<file path="src/rtl/mem_stage_hs.sv">
// Pipeline memory stage: req/gnt/rvalid handshake to variable-latency data memory,
// byte-lane steering, load extension, misalign/illegal detection and access timeout.
module mem_stage_hs #(
  parameter int          ADDR_W      = 32,
  parameter int          TIMEOUT_CYC = 255,
  parameter logic [31:0] PC_INC      = 32'd4
) (
  input  logic              i_clk,
  input  logic              i_reset,
  input  logic              i_ex_vld,
  output logic              o_ex_rdy,
  input  logic [31:0]       i_ex_pc,
  input  logic [31:0]       i_ex_inst,
  input  logic [31:0]       i_ex_alu_data,
  input  logic [31:0]       i_ex_rs2_data,
  input  logic              i_ex_lsu_rden,
  input  logic              i_ex_lsu_wren,
  input  logic [2:0]        i_ex_funct3,
  input  logic [1:0]        i_ex_wb_sel,
  input  logic              i_ex_rd_wren,
  output logic              o_dmem_req,
  output logic              o_dmem_we,
  output logic [ADDR_W-1:0] o_dmem_addr,
  output logic [31:0]       o_dmem_wdata,
  output logic [3:0]        o_dmem_be,
  input  logic              i_dmem_gnt,
  input  logic              i_dmem_rvalid,
  input  logic [31:0]       i_dmem_rdata,
  output logic              o_wb_vld,
  output logic [31:0]       o_wb_pc_add4,
  output logic [31:0]       o_wb_alu_data,
  output logic [31:0]       o_wb_ld_data,
  output logic [31:0]       o_wb_inst,
  output logic [1:0]        o_wb_wb_sel,
  output logic              o_wb_rd_wren,
  output logic [4:0]        o_mem_rd_addr_fwd,
  output logic              o_mem_stall,
  output logic              o_misalign,
  output logic              o_timeout
);

  // state | meaning
  // IDLE  | ready for a new instruction; non-memory ops and faults retire from here
  // REQ   | o_dmem_req held with stable address/data until i_dmem_gnt
  // RESP  | load granted, waiting for i_dmem_rvalid
  typedef enum logic [1:0] {S_IDLE, S_REQ, S_RESP} state_t;

  localparam int              CNT_W    = $clog2(TIMEOUT_CYC + 1);
  localparam logic [CNT_W-1:0] CNT_LAST = CNT_W'(TIMEOUT_CYC - 1);

  state_t           state_q, state_d;
  logic [CNT_W-1:0] cnt_q, cnt_d;

  logic [31:0] pc_q, pc_d, inst_q, inst_d, alu_q, alu_d, wdata_q, wdata_d;
  logic [3:0]  be_q, be_d;
  logic [2:0]  f3_q, f3_d;
  logic        rden_q, rden_d, wren_q, wren_d, rd_wren_q, rd_wren_d;
  logic [1:0]  wb_sel_q, wb_sel_d;

  logic        wb_vld_q, wb_vld_d, wb_rd_wren_q, wb_rd_wren_d;
  logic [31:0] wb_pc_add4_q, wb_pc_add4_d, wb_alu_q, wb_alu_d;
  logic [31:0] wb_ld_q, wb_ld_d, wb_inst_q, wb_inst_d;
  logic [1:0]  wb_wb_sel_q, wb_wb_sel_d;
  logic        misalign_q, misalign_d, timeout_q, timeout_d;

  logic        mem_op, illegal, misal, fault, accept;
  logic        complete_st, complete_ld, completion, tmo_hit;
  logic [3:0]  be_in;
  logic [31:0] wdata_in, ld_ext;
  logic [7:0]  ld_byte;
  logic [15:0] ld_half;

  always_ff @(posedge i_clk) begin
    if (!i_reset) begin
      state_q      <= S_IDLE;
      cnt_q        <= '0;
      pc_q         <= '0;
      inst_q       <= '0;
      alu_q        <= '0;
      wdata_q      <= '0;
      be_q         <= '0;
      f3_q         <= '0;
      rden_q       <= 1'b0;
      wren_q       <= 1'b0;
      rd_wren_q    <= 1'b0;
      wb_sel_q     <= '0;
      wb_vld_q     <= 1'b0;
      wb_pc_add4_q <= '0;
      wb_alu_q     <= '0;
      wb_ld_q      <= '0;
      wb_inst_q    <= '0;
      wb_wb_sel_q  <= '0;
      wb_rd_wren_q <= 1'b0;
      misalign_q   <= 1'b0;
      timeout_q    <= 1'b0;
    end else begin
      state_q      <= state_d;
      cnt_q        <= cnt_d;
      pc_q         <= pc_d;
      inst_q       <= inst_d;
      alu_q        <= alu_d;
      wdata_q      <= wdata_d;
      be_q         <= be_d;
      f3_q         <= f3_d;
      rden_q       <= rden_d;
      wren_q       <= wren_d;
      rd_wren_q    <= rd_wren_d;
      wb_sel_q     <= wb_sel_d;
      wb_vld_q     <= wb_vld_d;
      wb_pc_add4_q <= wb_pc_add4_d;
      wb_alu_q     <= wb_alu_d;
      wb_ld_q      <= wb_ld_d;
      wb_inst_q    <= wb_inst_d;
      wb_wb_sel_q  <= wb_wb_sel_d;
      wb_rd_wren_q <= wb_rd_wren_d;
      misalign_q   <= misalign_d;
      timeout_q    <= timeout_d;
    end
  end

  // Decode, lane precompute and next-state
  always_comb begin
    mem_op  = i_ex_lsu_rden | i_ex_lsu_wren;
    illegal = (i_ex_lsu_rden & i_ex_lsu_wren)
            | (i_ex_lsu_rden & ((i_ex_funct3 == 3'b011) | (i_ex_funct3 == 3'b110) |
                                (i_ex_funct3 == 3'b111)))
            | (i_ex_lsu_wren & (i_ex_funct3 > 3'b010));
    misal   = ((i_ex_funct3[1:0] == 2'b01) & i_ex_alu_data[0])
            | ((i_ex_funct3[1:0] == 2'b10) & (|i_ex_alu_data[1:0]));
    fault   = mem_op & (illegal | misal);
    accept  = (state_q == S_IDLE) & i_ex_vld;

    be_in    = 4'b1111;
    wdata_in = i_ex_rs2_data;
    case (i_ex_funct3[1:0])
      2'b00: begin
        wdata_in = {4{i_ex_rs2_data[7:0]}};
        if (i_ex_lsu_wren) be_in = 4'b0001 << i_ex_alu_data[1:0];
      end
      2'b01: begin
        wdata_in = {2{i_ex_rs2_data[15:0]}};
        if (i_ex_lsu_wren) be_in = i_ex_alu_data[1] ? 4'b1100 : 4'b0011;
      end
      default: ;
    endcase

    pc_d      = pc_q;
    inst_d    = inst_q;
    alu_d     = alu_q;
    wdata_d   = wdata_q;
    be_d      = be_q;
    f3_d      = f3_q;
    rden_d    = rden_q;
    wren_d    = wren_q;
    rd_wren_d = rd_wren_q;
    wb_sel_d  = wb_sel_q;
    if (accept) begin
      pc_d      = i_ex_pc;
      inst_d    = i_ex_inst;
      alu_d     = i_ex_alu_data;
      wdata_d   = wdata_in;
      be_d      = be_in;
      f3_d      = i_ex_funct3;
      rden_d    = i_ex_lsu_rden;
      wren_d    = i_ex_lsu_wren;
      rd_wren_d = i_ex_rd_wren;
      wb_sel_d  = i_ex_wb_sel;
    end

    complete_st = (state_q == S_REQ) & i_dmem_gnt & wren_q;
    complete_ld = (state_q == S_RESP) & i_dmem_rvalid;
    completion  = complete_st | complete_ld;
    // A load grant on the last cycle is not a completion, so it still times out
    tmo_hit     = (state_q != S_IDLE) & (cnt_q == CNT_LAST) & ~completion;

    state_d = state_q;
    cnt_d   = cnt_q;
    case (state_q)
      S_IDLE: begin
        cnt_d = '0;
        if (accept & mem_op & ~fault) state_d = S_REQ;
      end
      S_REQ: begin
        cnt_d = cnt_q + CNT_W'(1);
        if (tmo_hit)         state_d = S_IDLE;
        else if (i_dmem_gnt) state_d = wren_q ? S_IDLE : S_RESP;
      end
      S_RESP: begin
        cnt_d = cnt_q + CNT_W'(1);
        if (tmo_hit | i_dmem_rvalid) state_d = S_IDLE;
      end
      default: state_d = S_IDLE;
    endcase
  end

  // Load extension and writeback register
  always_comb begin
    ld_byte = i_dmem_rdata[{alu_q[1:0], 3'b000} +: 8];
    ld_half = alu_q[1] ? i_dmem_rdata[31:16] : i_dmem_rdata[15:0];
    case (f3_q)
      3'b000:  ld_ext = {{24{ld_byte[7]}}, ld_byte};
      3'b001:  ld_ext = {{16{ld_half[15]}}, ld_half};
      3'b100:  ld_ext = {24'h0, ld_byte};
      3'b101:  ld_ext = {16'h0, ld_half};
      default: ld_ext = i_dmem_rdata;
    endcase

    wb_vld_d     = 1'b0;
    misalign_d   = 1'b0;
    timeout_d    = 1'b0;
    wb_pc_add4_d = wb_pc_add4_q;
    wb_alu_d     = wb_alu_q;
    wb_ld_d      = wb_ld_q;
    wb_inst_d    = wb_inst_q;
    wb_wb_sel_d  = wb_wb_sel_q;
    wb_rd_wren_d = wb_rd_wren_q;
    if (accept & (~mem_op | fault)) begin
      wb_vld_d     = 1'b1;
      misalign_d   = fault;
      wb_pc_add4_d = i_ex_pc + PC_INC;
      wb_alu_d     = i_ex_alu_data;
      wb_ld_d      = '0;
      wb_inst_d    = i_ex_inst;
      wb_wb_sel_d  = i_ex_wb_sel;
      wb_rd_wren_d = i_ex_rd_wren & ~fault;
    end else if (completion | tmo_hit) begin
      wb_vld_d     = 1'b1;
      timeout_d    = tmo_hit;
      wb_pc_add4_d = pc_q + PC_INC;
      wb_alu_d     = alu_q;
      wb_ld_d      = complete_ld ? ld_ext : '0;
      wb_inst_d    = inst_q;
      wb_wb_sel_d  = wb_sel_q;
      wb_rd_wren_d = rd_wren_q & ~tmo_hit;
    end
  end

  assign o_mem_stall       = (state_q != S_IDLE);
  assign o_ex_rdy          = ~o_mem_stall & i_reset;
  assign o_dmem_req        = (state_q == S_REQ);
  assign o_dmem_we         = wren_q;
  assign o_dmem_addr       = {alu_q[ADDR_W-1:2], 2'b00};
  assign o_dmem_wdata      = wdata_q;
  assign o_dmem_be         = be_q;
  assign o_mem_rd_addr_fwd = o_mem_stall ? inst_q[11:7] : i_ex_inst[11:7];

  assign o_wb_vld      = wb_vld_q;
  assign o_wb_pc_add4  = wb_pc_add4_q;
  assign o_wb_alu_data = wb_alu_q;
  assign o_wb_ld_data  = wb_ld_q;
  assign o_wb_inst     = wb_inst_q;
  assign o_wb_wb_sel   = wb_wb_sel_q;
  assign o_wb_rd_wren  = wb_rd_wren_q;
  assign o_misalign    = misalign_q;
  assign o_timeout     = timeout_q;

endmodule

</file>
<file path="config.mk">
export PLATFORM = sky130hd
export DESIGN_NAME = mem_stage_hs
export DESIGN_NICKNAME = d
export VERILOG_FILES = /design/src/rtl/mem_stage_hs.sv
export SDC_FILE = /design/constraint.sdc
export NUM_CORES = 1
export LEC_CHECK = 0
export BUFFER_PORTS_ARGS = -buffer_cell sky130_fd_sc_hd__buf_4
export CAP_MARGIN = 20
export CORE_UTILIZATION = 56
export CTS_BUF_LIST = sky130_fd_sc_hd__clkbuf_4 sky130_fd_sc_hd__clkbuf_8 sky130_fd_sc_hd__clkbuf_16
export DETAILED_ROUTE_END_ITERATION = 6
export PLACE_DENSITY_LB_ADDON = 0.15
export SYNTH_ARGS = -nofsm -noshare
export SYNTH_HDL_FRONTEND = slang
export SYNTH_SLANG_ARGS = --single-unit
</file>
<file path="constraint.sdc">
create_clock -name i_clk -period 5.85 [get_ports i_clk]
set_clock_uncertainty 0.15 [all_clocks]
set_input_delay 0.8775 -clock i_clk [delete_from_list [all_inputs] [get_ports i_clk]]
set_output_delay 0.8775 -clock i_clk [all_outputs]
set_load 0.05 [all_outputs]
</file>
**Yosys cells after proc, flatten, opt, wreduce, memory -nomap -nowiden**

Cells that the tools add are included.

- $add $sub $neg: 3
- Magnitude comparators: 1
- Equality and inequality tests: 14
- Shift operators: 2
- Mux-type cells: 28
- Bitwise logic cells: 36
- Reductions and logical operators: 12

Operators by type and width:

| cell | count |
|---|---|
| $mux 32 | 7 |
| $pmux 32 s4 | 1 |
| $add 32x3->32 const B | 2 |
| $pmux 32 s2 | 1 |
| $shiftx 32x6->8 | 1 |
| $and 1x1->1 | 18 |
| $mux 16 | 1 |
| $pmux 8 s2 | 1 |
| $mux 2 | 7 |
| $eq 3x3->1 const B | 4 |
| $mux 4 | 3 |
| $or 1x1->1 | 11 |
| $add 8x1->8 const B | 1 |
| $eq 8x8->1 const B | 1 |
| $pmux 4 s2 | 1 |
| $not 1->1 | 7 |
| $pmux 2 s3 | 1 |
| $reduce_bool 2->1 | 3 |
| $reduce_or 2->1 | 3 |
| $mux 5 | 1 |
| $eq 2x1->1 const B | 2 |
| $eq 2x2->1 const B | 2 |
| $logic_not 2->1 | 2 |
| $mux 1 | 4 |
| other kinds (10) | 11 |

- Register bits after elaboration: 283
- Input bits: 173
- Logic and storage cells: 116

**Longest topological paths before layout**

Gate-level depths: netlist of the first run.

- Depth after elaboration: 12
- Depth in mapped cells: 19
- Gate-level depth less buffers: 14

**Least setup slack after synthesis of the first run**

No wires, ideal clock.

- Kind: input to register
- From: in i_ex_funct3[1]
- To: reg wb_pc_add4_q[30], in the netlist o_wb_pc_add4[30]
- Arrival: 3.964 ns
- Required time: 5.569 ns
- Setup slack: 1.604 ns
- Stages: 18
- Path buffers: 5
- Cells stage by stage: buf_2 -> nor2b_1 -> a222oi_1 -> a21o_1 -> buf_6 -> buf_8 -> buf_2 -> buf_2 -> nand2_1 -> nand2_1 -> ha_1 -> inv_1 -> nor3_1 -> nand4_1 -> mux2_2 -> a21oi_1 -> and4b_1 -> nor3_1

- Cells in the longest elaborated chain, start to end: 11
- Elaborated cells between the ends (all ways): 21
- Those cells by class: order compare (1); eq/ne (5); mux (1); bitwise (13); reduce/logical (1)

RTL lines:

| what | line | text |
|---|---|---|
| from (decl) | 18 | `input logic [2:0] i_ex_funct3,` |
| $eq 3x2->1 / $eq 3x3->1 (equally long branches) | 125 | `\| (i_ex_lsu_rden & ((i_ex_funct3 == 3'b011) \| (i_ex_funct3 == 3'b110) \|` |
| $or 1x1->1 (2 in series) | 125 |  |
| $and 1x1->1 | 125 |  |
| $or 1x1->1 | 125 |  |
| $or 1x1->1 | 127 | `\| (i_ex_lsu_wren & (i_ex_funct3 > 3'b010));` |
| $or 1x1->1 * | 130 | `fault = mem_op & (illegal \| misal);` |
| $and 1x1->1 * | 130 |  |
| $or 1x1->1 * | 217 | `if (accept & (~mem_op \| fault)) begin` |
| $and 1x1->1 * | 217 |  |
| $mux 32 / $reduce_bool 2->1 (equally long branches) | n/a |  |
| to (signal assigned) | 110 | `wb_pc_add4_q <= wb_pc_add4_d;` |
| to (decl) | 61 | `logic [31:0] wb_pc_add4_q, wb_pc_add4_d, wb_alu_q, wb_alu_d;` |

Every way passes the cells marked *; elsewhere a longest branch is shown, timed or not.
A chain may end at the register's enable or synchronous reset.

**Worst setup path in the final report of the first run**

- From: reg state_q[0]
- To: reg wb_pc_add4_q[30], in the netlist o_wb_pc_add4[30]

- Cells in the longest elaborated chain, start to end: 8
- Elaborated cells between the ends (all ways): 16
- Those cells by class: eq/ne (2); mux (1); bitwise (10); reduce/logical (3)

RTL lines:

| what | line | text |
|---|---|---|
| from (decl) | 51 | `state_t state_q, state_d;` |
| from (signal assigned) | 97 | `state_q <= state_d;` |
| $eq 2x1->1 | 170 | `complete_st = (state_q == S_REQ) & i_dmem_gnt & wren_q;` |
| $and 1x1->1 (2 in series) | 170 |  |
| $or 1x1->1 | 172 | `completion = complete_st \| complete_ld;` |
| $not 1->1 | 174 | `tmo_hit = (state_q != S_IDLE) & (cnt_q == CNT_LAST) & ~completion;` |
| $and 1x1->1 | 174 |  |
| $or 1x1->1 | 226 | `end else if (completion \| tmo_hit) begin` |
| $reduce_bool 2->1 (no source line) | n/a |  |

Parallel ways exist; a longest one is shown, timed or not.

==> results.ini, run 1 <==
[synthesis]
syn_area_per_cell_um2 = 7.84
synth-edff-count = 0
ys_seq_area_share_pct = 43.8
async_reset_ff_share_pct = 0
synth-seq-cells = 283
ys_warn_count = 0
synth_flop_cell = dfxtp_1
yosys.cell_types.count = 61
netlist_instances = 1649
synth_area_um2 = 12900

[worst_setup_path]
startpoint_type = register
cp.arrival_ns = 4.56
crit_start = state_q[0]
worstPathCellList = inv_1 -> ha_1 -> nand2_4 -> a21oi_4 -> nand2_1 -> nand2_1 -> ha_1 -> inv_1 -> nor3_1 -> nand4_1 -> mux2_2 -> a21oi_1 -> and4b_1 -> nor3_1
r2r_setup_slack_ns = 1.54
required_ns = 6.10
crit_fanout = 45
path_class = reg2reg
cpMaxStageDelayCell = a21oi_4
reg2reg_depth = 14
r2r-start = state_q[0]
cp-end-kind = register
worst_path_largest_cell_delay_ns = 0.66
reg2reg_to = o_wb_pc_add4[30]

[cts]
cts_resized = 0
cts_tree = yes
cts_root_buffer = clkbuf_16
cts_setup_buffers = 0
h-tree-depth = 1
clk_pin_slew_ns = 0.06
numCtsBuffers = 29
ctsHoldBuffers = 0
clkSinkCount = 283
clk_latency_ns = 0.54
clk_path_buf_depth = 3

[place]
gp_congestion = 0.987
dpl_cell_area_um2 = 15500
dp.cells = 2174
post-dp-hpwl_um = 28300
portBuffers = 381

[power_and_ir_drop]
peakVddDrop_v = 0.000235
leakage_nw = 6.88
power_w = 0.00650
power_density_nw_per_um2 = 395

[detailed_routing]
drt_iter0_drc = 1010
vias_per_cell = 5.89
vias = 13135
wl_per_cell_um = 18.5
ant_nets = 0
drc = 0
drt_pass1_iterations = 5
wl_um = 41300

[floorplanning]
die_h_um = 154
rows = 55
die_area_um2 = 23700
die_w_um = 154
ios = 384
initial_utilization_pct = 57.1
core_region_area_um2 = 22600

[worst_hold_path]
hp-class = reg2reg
holdPathStages = 2
min_from = o_wb_ld_data[16]
whs_endpoint = o_wb_ld_data[16]

[timing]
setup_viol = 0
fin_tns_setup_ns = 0
fin_crit_sh_pct = 73.7
maxSlewHeadroom_pct = 28.5
fmax_ghz = 0.232
worst_pin_slew_ns = 1.07
hold_viol_final = 0
slew_violations = 0
fin_crit_ns = 4.31
rsz0062_at_grt = no

[run_status]
status = finished, final reports clean

[cells_and_area]
fill_cells = 1865
layout.cells.non_filler = 2229
design_area_um2 = 16400
final_common_cell = nand2_1
area_growth_pct = 27.1
final_layout_size_suffix_gt1_share_pct = 24.4
fin_util_pct = 72.6
layout_common_cells = nand2_1 (444), buf_4 (395), dfxtp_1 (283)
layout.nets = 2101

[grt]
grt_first_pass_wirelength_um = 63800
grt_pass1_vias = 11904
grt_max_degree = 100
grt_overflow = 0
grt_antenna_before_repair = 2
grt_usage_pct = 33.4

[flow_run]
maxCapViolCount = 0

[per-layer routing]
metal  GRT usage (%)  vias up  wire length (um)  share of wire (%)
li1                -     6208                 -                  -
met1            42.4     6188             16400                 40
met2            54.3      603             19300                 47
met3            5.78      134              3250                7.9
met4            18.0        2              2310                5.6
met5               0        -                17              0.041
[worst max path at each step]
stage | endpoint | slack, ns | cells past startpoint
floorplan | o_wb_pc_add4[30] | 1.60 | 18
global placement | o_wb_pc_add4[30] | 1.42 | 15
detailed placement | o_wb_pc_add4[30] | 1.27 | 15
CTS | o_wb_pc_add4[30] | 1.61 | 14
global route | o_wb_pc_add4[30] | 1.16 | 14
finish | o_wb_pc_add4[30] | 1.54 | 14
[area by class of cell]
class | instances | area, um^2 | share of cell area, %
Tap cell | 285 | 357 | 2.17
Timing Repair Buffer | 395 | 2970 | 18.0
Inverter | 30 | 118 | 0.715
Sequential cell | 283 | 5670 | 34.5
Clock inverter | 12 | 68.8 | 0.419
Antenna cell | 2 | 5.00 | 0.0304
Multi-Input combinational cell | 1181 | 6410 | 39.0
Clock buffer | 41 | 853 | 5.19
[worst max-delay path: cells and delay by family (launching register included)]
kind                       cells  cell delay [ns]
AOI/OAI and AO/OA              2             0.94
DFF                            1             0.34
muxes                          1             0.33
adders and majority gates      2             0.83
buffers and inverters          2             0.22
and+or+nand+nor                7             1.32
[state kept, by name, summed over array words and instances (netlist names)]
register and count:
o_wb_ld_data 32, o_misalign 1, pc_q 32, o_wb_alu_data 32, o_wb_rd_wren 1, o_dmem_be 4
f3_q 3, o_wb_inst 32, cnt_q 8, state_q 2, o_dmem_wdata 32, alu_q 32
o_timeout 1, inst_q 32, o_wb_vld 1, o_wb_pc_add4 32, o_dmem_we 1, rd_wren_q 1
wb_sel_q 2, o_wb_wb_sel 2
[through the flow]
step / hold slack (ns) / worst slack [ns]
floorplan: 0.283 / 1.60
global placement: 0.289 / 1.42
detailed placement: 0.294 / 1.27
CTS: 0.302 / 1.61
global route: 0.321 / 1.16
finish: 0.302 / 1.54
[report_power, final]
part,total (W),internal [W],switching (W)
sequential,0.00241,0.00221,0.000204
clock,0.00178,0.00101,0.000767
combinational,0.00230,0.000681,0.00162
[Yosys cell counts (2+ instances only)]
master | n | area [um^2]
and4_1 | 7 | 61.3
nand2_1 | 446 | 1670
a311oi_1 | 75 | 657
nand4_1 | 17 | 106
or3_1 | 5 | 31.3
o21ai_0 | 68 | 340
inv_1 | 30 | 113
buf_4 | 41 | 308
a22o_1 | 28 | 245
a21oi_1 | 155 | 776
buf_1 | 8 | 30.0
buf_2 | 15 | 75.1
mux2_4 | 2 | 30.0
a221oi_1 | 10 | 87.6
a21o_1 | 2 | 15.0
mux2_2 | 9 | 101
o221ai_1 | 9 | 78.8
and3_1 | 14 | 87.6
a211oi_1 | 16 | 120
o21ai_1 | 3 | 15.0
nor2b_1 | 5 | 31.3
clkbuf_1 | 88 | 330
o211ai_1 | 8 | 60.1
nor3_1 | 6 | 30.0
nor2_1 | 130 | 488
xor2_1 | 21 | 184
a311o_1 | 2 | 20.0
dfxtp_1 | 283 | 5670
and2_1 | 6 | 37.5
xnor2_1 | 16 | 140
a31oi_1 | 9 | 56.3
nor4_1 | 2 | 12.5
buf_6 | 3 | 33.8
mux2i_1 | 37 | 370
nand3_1 | 40 | 200
ha_1 | 8 | 100
[kinds of logic (layout without fill, tap and decap cells)]
family,after synthesis,in the layout,share of synthesized area [%]
other,1,4,0.0290
buffers and inverters,186,478,6.99
AOI/OAI and AO/OA,395,395,19.8
adders and majority gates,8,8,0.774
DFF,283,283,43.8
and+or+nand+nor,691,691,22.2
xor gates and xnor gates,37,37,2.51
muxes,48,48,3.88
Note: power is estimated with default switching activity, not from simulation.
==> inputs of run 2 (changes only) <==
- ABC_AREA: not set -> 1
- CORE_UTILIZATION: 56 -> 47
- clock period: 5.85 -> 3.94 ns (I/O delays scaled with it)
==> results.ini, run 2 <==
[timing]
fmax_ghz = 0.317  ; was 0.232 GHz
rsz0062_at_grt = no  ; unchanged
maxSlewHeadroom_pct = 37.9  ; was 28.5%
hold_viol_final = 0  ; unchanged
fin_crit_ns = 3.16  ; was 4.31 ns
fin_tns_setup_ns = 0  ; unchanged
fin_crit_sh_pct = 80.1  ; was 73.7%
setup_viol = 0  ; unchanged
worst_pin_slew_ns = 0.932  ; was 1.07 ns
slew_violations = 0  ; unchanged

[synthesis]
yosys.cell_types.count = 43  ; was 61
synth-seq-cells = 283  ; unchanged
ys_seq_area_share_pct = 43.6  ; was 43.8%
synth_top_area_share_pct = 43.6  ; was 43.8%
synth-edff-count = 0  ; unchanged
synth_flop_cell = dfxtp_1  ; unchanged
syn_area_per_cell_um2 = 6.91  ; was 7.84 um^2
synth_area_um2 = 13000  ; was 12900 um^2
synth.most_common_cell = nand2_1  ; unchanged
ys_warn_count = 0  ; unchanged
async_reset_ff_share_pct = 0  ; unchanged
netlist_instances = 1878  ; was 1649
synth_top_area_cell = dfxtp_1  ; unchanged
synth_commonest_cells = nand2_1 (440), dfxtp_1 (283), nor2_1 (253)  ; was nand2_1 (446), dfxtp_1 (283), a21oi_1 (155)
netlist_top_cells_area = dfxtp_1 (44%), nand2_1 (13%), o21ai_0 (8.6%)  ; was dfxtp_1 (44%), nand2_1 (13%), a21oi_1 (6.0%)

[power_and_ir_drop]
power_density_nw_per_um2 = 752  ; was 395 nW/um^2
leakage_nw = 7.60  ; was 6.88 nW
peakVddDrop_v = 0.000460  ; was 0.000235 V

[worst_setup_path]
path_class = reg2reg  ; unchanged
crit_start = state_q[1]  ; was state_q[0]
r2r-start = state_q[1]  ; was state_q[0]
required_ns = 4.25  ; was 6.10 ns
cp-end-kind = register  ; unchanged
cp.arrival_ns = 3.46  ; was 4.56 ns
reg2reg_depth = 18  ; was 14
reg2reg_to = o_wb_pc_add4[20]  ; was o_wb_pc_add4[30]
r2r_setup_slack_ns = 0.78  ; was 1.54 ns
crit_fanout = 27  ; was 45
critPathCapture = o_wb_pc_add4[20]  ; was o_wb_pc_add4[30]
startpoint_type = register  ; unchanged

[grt]
grt_overflow = 0  ; unchanged
grt_first_pass_wirelength_um = 66900  ; was 63800 um
grt_use_met2_pct = 48.4  ; was 54.3%
busiest_layer = met2  ; unchanged
grt_usage_pct = 29.1  ; was 33.4%
grt_max_degree = 93  ; was 100
grt_antenna_before_repair = 1  ; was 2
grt_pass1_vias = 12440  ; was 11904
use_met1_pct = 38.3  ; was 42.4%
grt_use_met3_pct = 5.15  ; was 5.78%

[cells_and_area]
layout.nets = 2348  ; was 2101
area_growth_pct = 29.4  ; was 27.1%
final_layout_size_suffix_gt1_share_pct = 22.6  ; was 24.4%
final_common_cell = nand2_1  ; unchanged
layout_common_cells = nand2_1 (438), buf_4 (401), dfxtp_1 (283)  ; was nand2_1 (444), buf_4 (395), dfxtp_1 (283)
fin_util_pct = 62.2  ; was 72.6%

[floorplanning]
die_h_um = 168  ; was 154 um
core_region_area_um2 = 27000  ; was 22600 um^2
die_area_um2 = 28300  ; was 23700 um^2
die_w_um = 168  ; was 154 um
initial_utilization_pct = 48.0  ; was 57.1%
ios = 384  ; unchanged
rows = 60  ; was 55

[worst_hold_path]
hp-class = in2reg  ; was reg2reg

[detailed_routing]
vias_per_cell = 5.38  ; was 5.89
drt_pass1_iterations = 5  ; unchanged
ant_nets = 0  ; unchanged
wl_um = 42500  ; was 41300 um
wl_per_cell_um = 16.8  ; was 18.5 um
vias = 13612  ; was 13135
drt_iter0_drc = 1064  ; was 1010
drc = 0  ; unchanged

[flow_run]
maxCapViolCount = 0  ; unchanged

[cts]
cts_root_buffer = clkbuf_16  ; unchanged
h-tree-depth = 1  ; unchanged
cts_resized = 0  ; unchanged
clk_path_buf_depth = 3  ; unchanged
clk_latency_ns = 0.56  ; was 0.54 ns
ctsHoldBuffers = 0  ; unchanged
cts_setup_buffers = 0  ; unchanged
clk_pin_slew_ns = 0.06  ; about the same
numCtsBuffers = 31  ; was 29
clkSinkCount = 283  ; unchanged
cts_tree = yes  ; unchanged

[place]
portBuffers = 381  ; unchanged
gp_congestion = 0.919  ; was 0.987
post-dp-hpwl_um = 29600  ; was 28300 um

[run_status]
status = finished, final reports clean  ; unchanged

## run 2: changes by cell type after synthesis, sizes merged, moves of 14 or more
cell    change
a22oi      +25
buf        -14
nand3      +75
inv       +115
a21oi      -73
mux2i      -37
xor2       -18
a311oi     -75
nor2      +130
xnor2      -14
a31oi      +46
o21ai     +164
a22o       -28
## run 2: cells by family (layout without fill, tap and decap cells)
kind of cell,after synthesis,count (layout),synth area share (%)
other cells,1,3,0.0289
flops,283,283,43.6
compound gates,434,434,18.7
fa+ha+maj,8,8,0.771
xor+xnor,5,5,0.337
simple gates,852,852,26.8
buf+inv,295,604,9.72
## run 2: power breakdown
group / leakage, nW / internal, W / switching, W
logic: 4.76 / 0.00163 / 0.00416
registers: 2.33 / 0.00352 / 0.000406
clock network: 0.517 / 0.00172 / 0.00119
total: 7.60 / 0.00687 / 0.00576
## run 2: how the worst min path moves through the flow
stage          slack [ns]        to  cells past startpoint        start
2_1_floorplan        0.28   pc_q[2]                      2      pc_q[2]
3_3_place_gp         0.30  cnt_q[7]                      2     cnt_q[7]
3_5_place_dp         0.30   pc_q[2]                      2      pc_q[2]
4_1_cts              0.12  pc_q[31]                      3  i_ex_pc[31]
5_1_grt              0.13  pc_q[31]                      3  i_ex_pc[31]
6_report             0.14  pc_q[31]                      3  i_ex_pc[31]
## run 2: area by class of cell
class                      count  area [um^2]
clock inverter                13          131
sequential                   283         5670
timing repair buffer         403         3050
inverter                     147          554
fill                        2497        10200
clock buffer                  41          895
multi-input combinational   1301         6070
antenna                        1         2.50
tap                          341          427
## run 2: worst max-delay path: stages, from the launching register on
cell	delay, ns
dfxtp_1	0.34
inv_1	0.13
ha_1	0.23
nand2_4	0.07
inv_4	0.24
nand2_4	0.23
nand2_1	0.13
o21ai_1	0.13
inv_1	0.16
ha_1	0.25
nand3_1	0.12
nor2_2	0.17
nand2_1	0.18
nor2_2	0.19
nand3_1	0.09
nand2_1	0.07
nand3_1	0.06
nand2_1	0.06
inv_1	0.03
## run 2: per-layer routing
layer  vias up  wire, um
met5         -         0
met2       585     19800
met3        82      3430
li1       6699         -
met4         0      1320
met1      6246     18000
## run 2: stage by stage
step,cell area (um^2),power (W),setup slack (ns),hold slack (ns),cells
finish,16800,0.0126,0.784,0.138,2530
global route,16800,0.0133,0.465,0.134,2529
CTS,16800,0.0127,0.819,0.122,2529
detailed placement,15800,0.00976,0.562,0.301,2475
global placement,15800,0.00970,0.645,0.297,2474
floorplan,13000,0.00803,1.20,0.280,1879
